--- src/rtl/shared_reg_write_arbiter.sv ---
// shared_reg_write_arbiter
//   Single owner of a shared data register that two writers (A, B) would
//   otherwise both update on one clock edge. Each posedge picks at most one
//   winner using round-robin priority, then registers that writer's data into
//   data_out. Cycles in which both eligible writers request are counted in a
//   saturating debug counter.
//
//   state  | meaning
//   PRIO_A | A wins the next simultaneous request
//   PRIO_B | B wins the next simultaneous request
//
// Ports
//   clk            clock, all state updates on posedge
//   rst            asynchronous active-high reset
//   req_a, data_a  writer A request (held until gnt_a) and its data
//   req_b, data_b  writer B request (held until gnt_b) and its data
//   gnt_a, gnt_b   registered one-cycle grant pulses, never both high
//   data_out       shared register value
//   data_valid     one-cycle pulse when data_out was written
//   last_winner    0 = A, 1 = B, winner of the most recent write
//   collision_cnt  saturating count of cycles with both writers eligible
module shared_reg_write_arbiter #(
  parameter int DATA_W = 8,
  parameter int CNT_W  = 8
) (
  input  logic              clk,
  input  logic              rst,
  input  logic              req_a,
  input  logic [DATA_W-1:0] data_a,
  input  logic              req_b,
  input  logic [DATA_W-1:0] data_b,
  output logic              gnt_a,
  output logic              gnt_b,
  output logic [DATA_W-1:0] data_out,
  output logic              data_valid,
  output logic              last_winner,
  output logic [CNT_W-1:0]  collision_cnt
);

  typedef enum logic {
    PRIO_A = 1'b0,
    PRIO_B = 1'b1
  } prio_t;

  prio_t state_q, state_d;
  logic  elig_a, elig_b;
  logic  win_a, win_b;
  logic  collide;

  // A writer whose grant is showing this cycle has not had a chance to drop
  // req yet, so it is masked to avoid a duplicate write of the same data.
  assign elig_a = req_a & ~gnt_a;
  assign elig_b = req_b & ~gnt_b;

  always_comb begin
    state_d = state_q;
    win_a   = 1'b0;
    win_b   = 1'b0;
    collide = 1'b0;
    if (elig_a && elig_b) begin
      collide = 1'b1;
      if (state_q == PRIO_A) begin
        win_a   = 1'b1;
        state_d = PRIO_B;
      end else begin
        win_b   = 1'b1;
        state_d = PRIO_A;
      end
    end else if (elig_a) begin
      win_a   = 1'b1;
      state_d = PRIO_B;
    end else if (elig_b) begin
      win_b   = 1'b1;
      state_d = PRIO_A;
    end
  end

  always_ff @(posedge clk or posedge rst) begin
    if (rst) begin
      state_q       <= PRIO_A;
      gnt_a         <= 1'b0;
      gnt_b         <= 1'b0;
      data_valid    <= 1'b0;
      data_out      <= '0;
      last_winner   <= 1'b0;
      collision_cnt <= '0;
    end else begin
      state_q    <= state_d;
      gnt_a      <= win_a;
      gnt_b      <= win_b;
      data_valid <= win_a | win_b;
      if (win_a) begin
        data_out    <= data_a;
        last_winner <= 1'b0;
      end else if (win_b) begin
        data_out    <= data_b;
        last_winner <= 1'b1;
      end
      if (collide && (collision_cnt != {CNT_W{1'b1}}))
        collision_cnt <= collision_cnt + {{(CNT_W-1){1'b0}}, 1'b1};
    end
  end

endmodule
--- config.mk ---
export PLATFORM = sky130hd
export DESIGN_NAME = shared_reg_write_arbiter
export DESIGN_NICKNAME = d
export VERILOG_FILES = /design/src/rtl/shared_reg_write_arbiter.sv
export SDC_FILE = /design/constraint.sdc
export NUM_CORES = 1
export LEC_CHECK = 0
export BUFFER_PORTS_ARGS = -buffer_cell sky130_fd_sc_hd__buf_2
export CAP_MARGIN = 20
export CORE_AREA = 2 2 52 54
export DETAILED_ROUTE_END_ITERATION = 7
export DIE_AREA = 0 0 54 56
export PLACE_DENSITY = 0.68
export REMOVE_ABC_BUFFERS = 1
export SYNTH_ARGS = -nofsm -noshare
export SYNTH_HDL_FRONTEND = slang
export SYNTH_SLANG_ARGS = --single-unit
--- constraint.sdc ---
create_clock -name clk -period 1.3 [get_ports clk]
set_input_delay 0 -clock clk [delete_from_list [all_inputs] [get_ports clk]]
set_output_delay 0 -clock clk [all_outputs]
set_load 0.1 [all_outputs]
==> flow_summary.ini <==
[final_layout]
final_common_cell = buf_2
layout-drive-gt1-share_pct = 53.9
design_area_um2 = 1570
multi_input_comb_area_um2 = 470
finalNonFillerCells = 182
fin_nets = 174
final_cell_mix = buf_2 (37), dfrtp_1 (21), buf_4 (16), o21a_1 (10), dlygate4sd3_1 (9)
final_core_util_pct = 64.7
num_antenna_cells = 0
seqCellArea_um2 = 526
nFillCells = 203
syn_to_final_growth_pct = 66.2

[clock_tree]
clk_pin_slew_worst_paths_ps = 120
cts_sinks = 21
clock_latency_ps = 300
htreeDepth = 1
cts_buffers = 3
cts_buffer_depth = 2
cts_tree = built
root_buffer = clkbuf_4

[detailed_routing]
drtAntennaViolNets = 0
drtPass1Iterations = 2
wl_um = 2540
drt_iter0_drc = 6
drc = 0
vias = 923
routed_via_density = 5.07
wire_per_inst_um = 13.9

[setup_path]
cp.required_ps = 1500
crit_start = gnt_b$_DFF_PP0_
crit_path_start_kind = flop
cp.arrival_ps = 1640
r2r_setup_slack_ps = -140
path_class = flop to flop
endpoint = collision_cnt[1]$_DFFE_PP0P_
worst-r2r-cell-count = 5
endpoint_kind = flop
rr_endpoint = collision_cnt[1]$_DFFE_PP0P_
cp_max_fo = 2
r2r-start = gnt_b$_DFF_PP0_

[power_and_ir_drop]
power.total_mw = 3.33
p_per_area_nw_per_um2 = 2120
peakVddDrop_mv = 2.26
cellLeakagePower_nw = 0.759

[yosys]
synth_cells = 79
ys_seq_area_share_pct = 55.5
ys_ff_latch = 21
yosys_warnings = 0
avgSynthCellArea_um2 = 12.0
yosysUniqueCellTypes = 24
synth_area_um2 = 947

[placed_design]
dp_worst_setup_slack_ps = -156
gp_congestion = 0.790
post_dp_cell_area_um2 = 1290
hpwl_um = 1720
dpl.cell_count = 161
io_buffers = 39

[floorplan]
initial_core_util_pct = 38.9
rows = 18
die_w_um = 54
fp.dieH_um = 56
core-area_um2 = 2430
ios = 40
dieArea_um2 = 3020

[grt]
track_usage_pct = 16.7
grt_pass1_wl_um = 3830
antenna_found_initial = 0
grt_pass1_vias = 919
grt_max_degree = 13
grt_remaining_overflow = 0

[timing]
hold_viol_final = 0
finalCritPeriodShare_pct = 111
slew-limit-headroom_pct = 66.9
grt_setup_unrepaired = true
layout_min_cycle_time_ps = 1440
tightest_slew_ps = 500
final.setup.tns_ps = -1260
final_max_slew_viol_count = 0
fmax_mhz = 694
whs_ps = 35.6
setup_viol = 14
clock_skew_ps = 1.95
postLayoutSetupSlackWorst_ps = -142

[run_status]
violations = setup timing
status = finished with violations

[flow_run]
maxCapViolCount = 0

[min_path]
hold_path_class = input pin to flop
[sequential cells by signal, indices dropped and copies added (netlist names)]
register / cells
collision_cnt: 8
data_out: 8
data_valid: 1
gnt_a: 1
gnt_b: 1
last_winner: 1
state_q: 1
[what timing repair did]
action                                  CTS  global route
pin swaps                                 3            15
gates resized for setup                   4            20
hold buffers                              9             0
endpoints found under the setup margin   17            18
endpoints found under the hold margin    29             0
setup buffers                             3             5
[critical path, cell delays in order, from the launching register on]
cell	delay [ps]
dfrtp_1	400
and4bb_2	360
buf_6	120
buf_6	100
o21ai_4	70
mux2_4	300
[cell families after synthesis]
group	share of synthesized area (%)
compound gates	21.8
flops	55.5
simple gates	12.4
buf+inv	2.64
xor+xnor	2.77
mux	3.57
fa+ha+maj	1.32
[where the power goes]
part	leakage [nW]	switching, mW	internal, mW
combinational	0.490	1.55	0.528
sequential	0.252	0.113	0.818
clock	0.0177	0.204	0.115
[area by class of cell]
cell class	instances	share of cell area (%)
inverter	4	0.954
tap	30	2.38
clock buffer	3	1.43
sequential	21	33.4
timing repair buffer	71	31.6
clock inverter	1	0.318
multi-input combinational	52	29.9
[metal layers]
layer / track usage [%] / share of wire [%]
met1: 19.0 / 40
met5: 0 / 0
met3: 2.69 / 6.4
met2: 30.1 / 52
met4: 6.07 / 1.8
[how the worst min path moves through the flow]
| stage | from | endpoint | slack, ps | cells after the start |
|---|---|---|---|---|
| finish | data_b[3] | data_out[3]$_DFFE_PP0P_ | 40 | 3 |
| global route | data_b[3] | data_out[3]$_DFFE_PP0P_ | 40 | 3 |
| CTS | data_b[1] | data_out[1]$_DFFE_PP0P_ | 10 | 3 |
| detailed placement | rst | data_out[5]$_DFFE_PP0P_ | 20 | 2 |
| global placement | rst | data_out[5]$_DFFE_PP0P_ | 9 | 2 |
| floorplan | rst | collision_cnt[0]$_DFFE_PP0P_ | -20 | 1 |
[synth_stat cells]
library cell / instances / area, µm²
dfrtp_1: 21 / 526
o21a_1: 10 / 75.1
o32a_1: 8 / 80.1
nand2_1: 6 / 22.5
inv_1: 4 / 15.0
a21oi_1: 3 / 15.0
nor2b_1: 3 / 18.8
xnor2_1: 3 / 26.3
and3_1: 2 / 12.5
buf_2: 2 / 10.0
mux2_1: 2 / 22.5
nor2_1: 2 / 7.51
o21ai_2: 2 / 17.5
a31oi_1: 1 / 6.26
and4bb_2: 1 / 12.5
ha_1: 1 / 12.5
mux2_2: 1 / 11.3
nand2b_1: 1 / 6.26
nand3_1: 1 / 5.00
nand3_2: 1 / 10.0
nand4_2: 1 / 12.5
nor3_2: 1 / 10.0
o21ai_0: 1 / 5.00
o21bai_1: 1 / 7.51
Note: power is estimated with default switching activity, not from simulation.
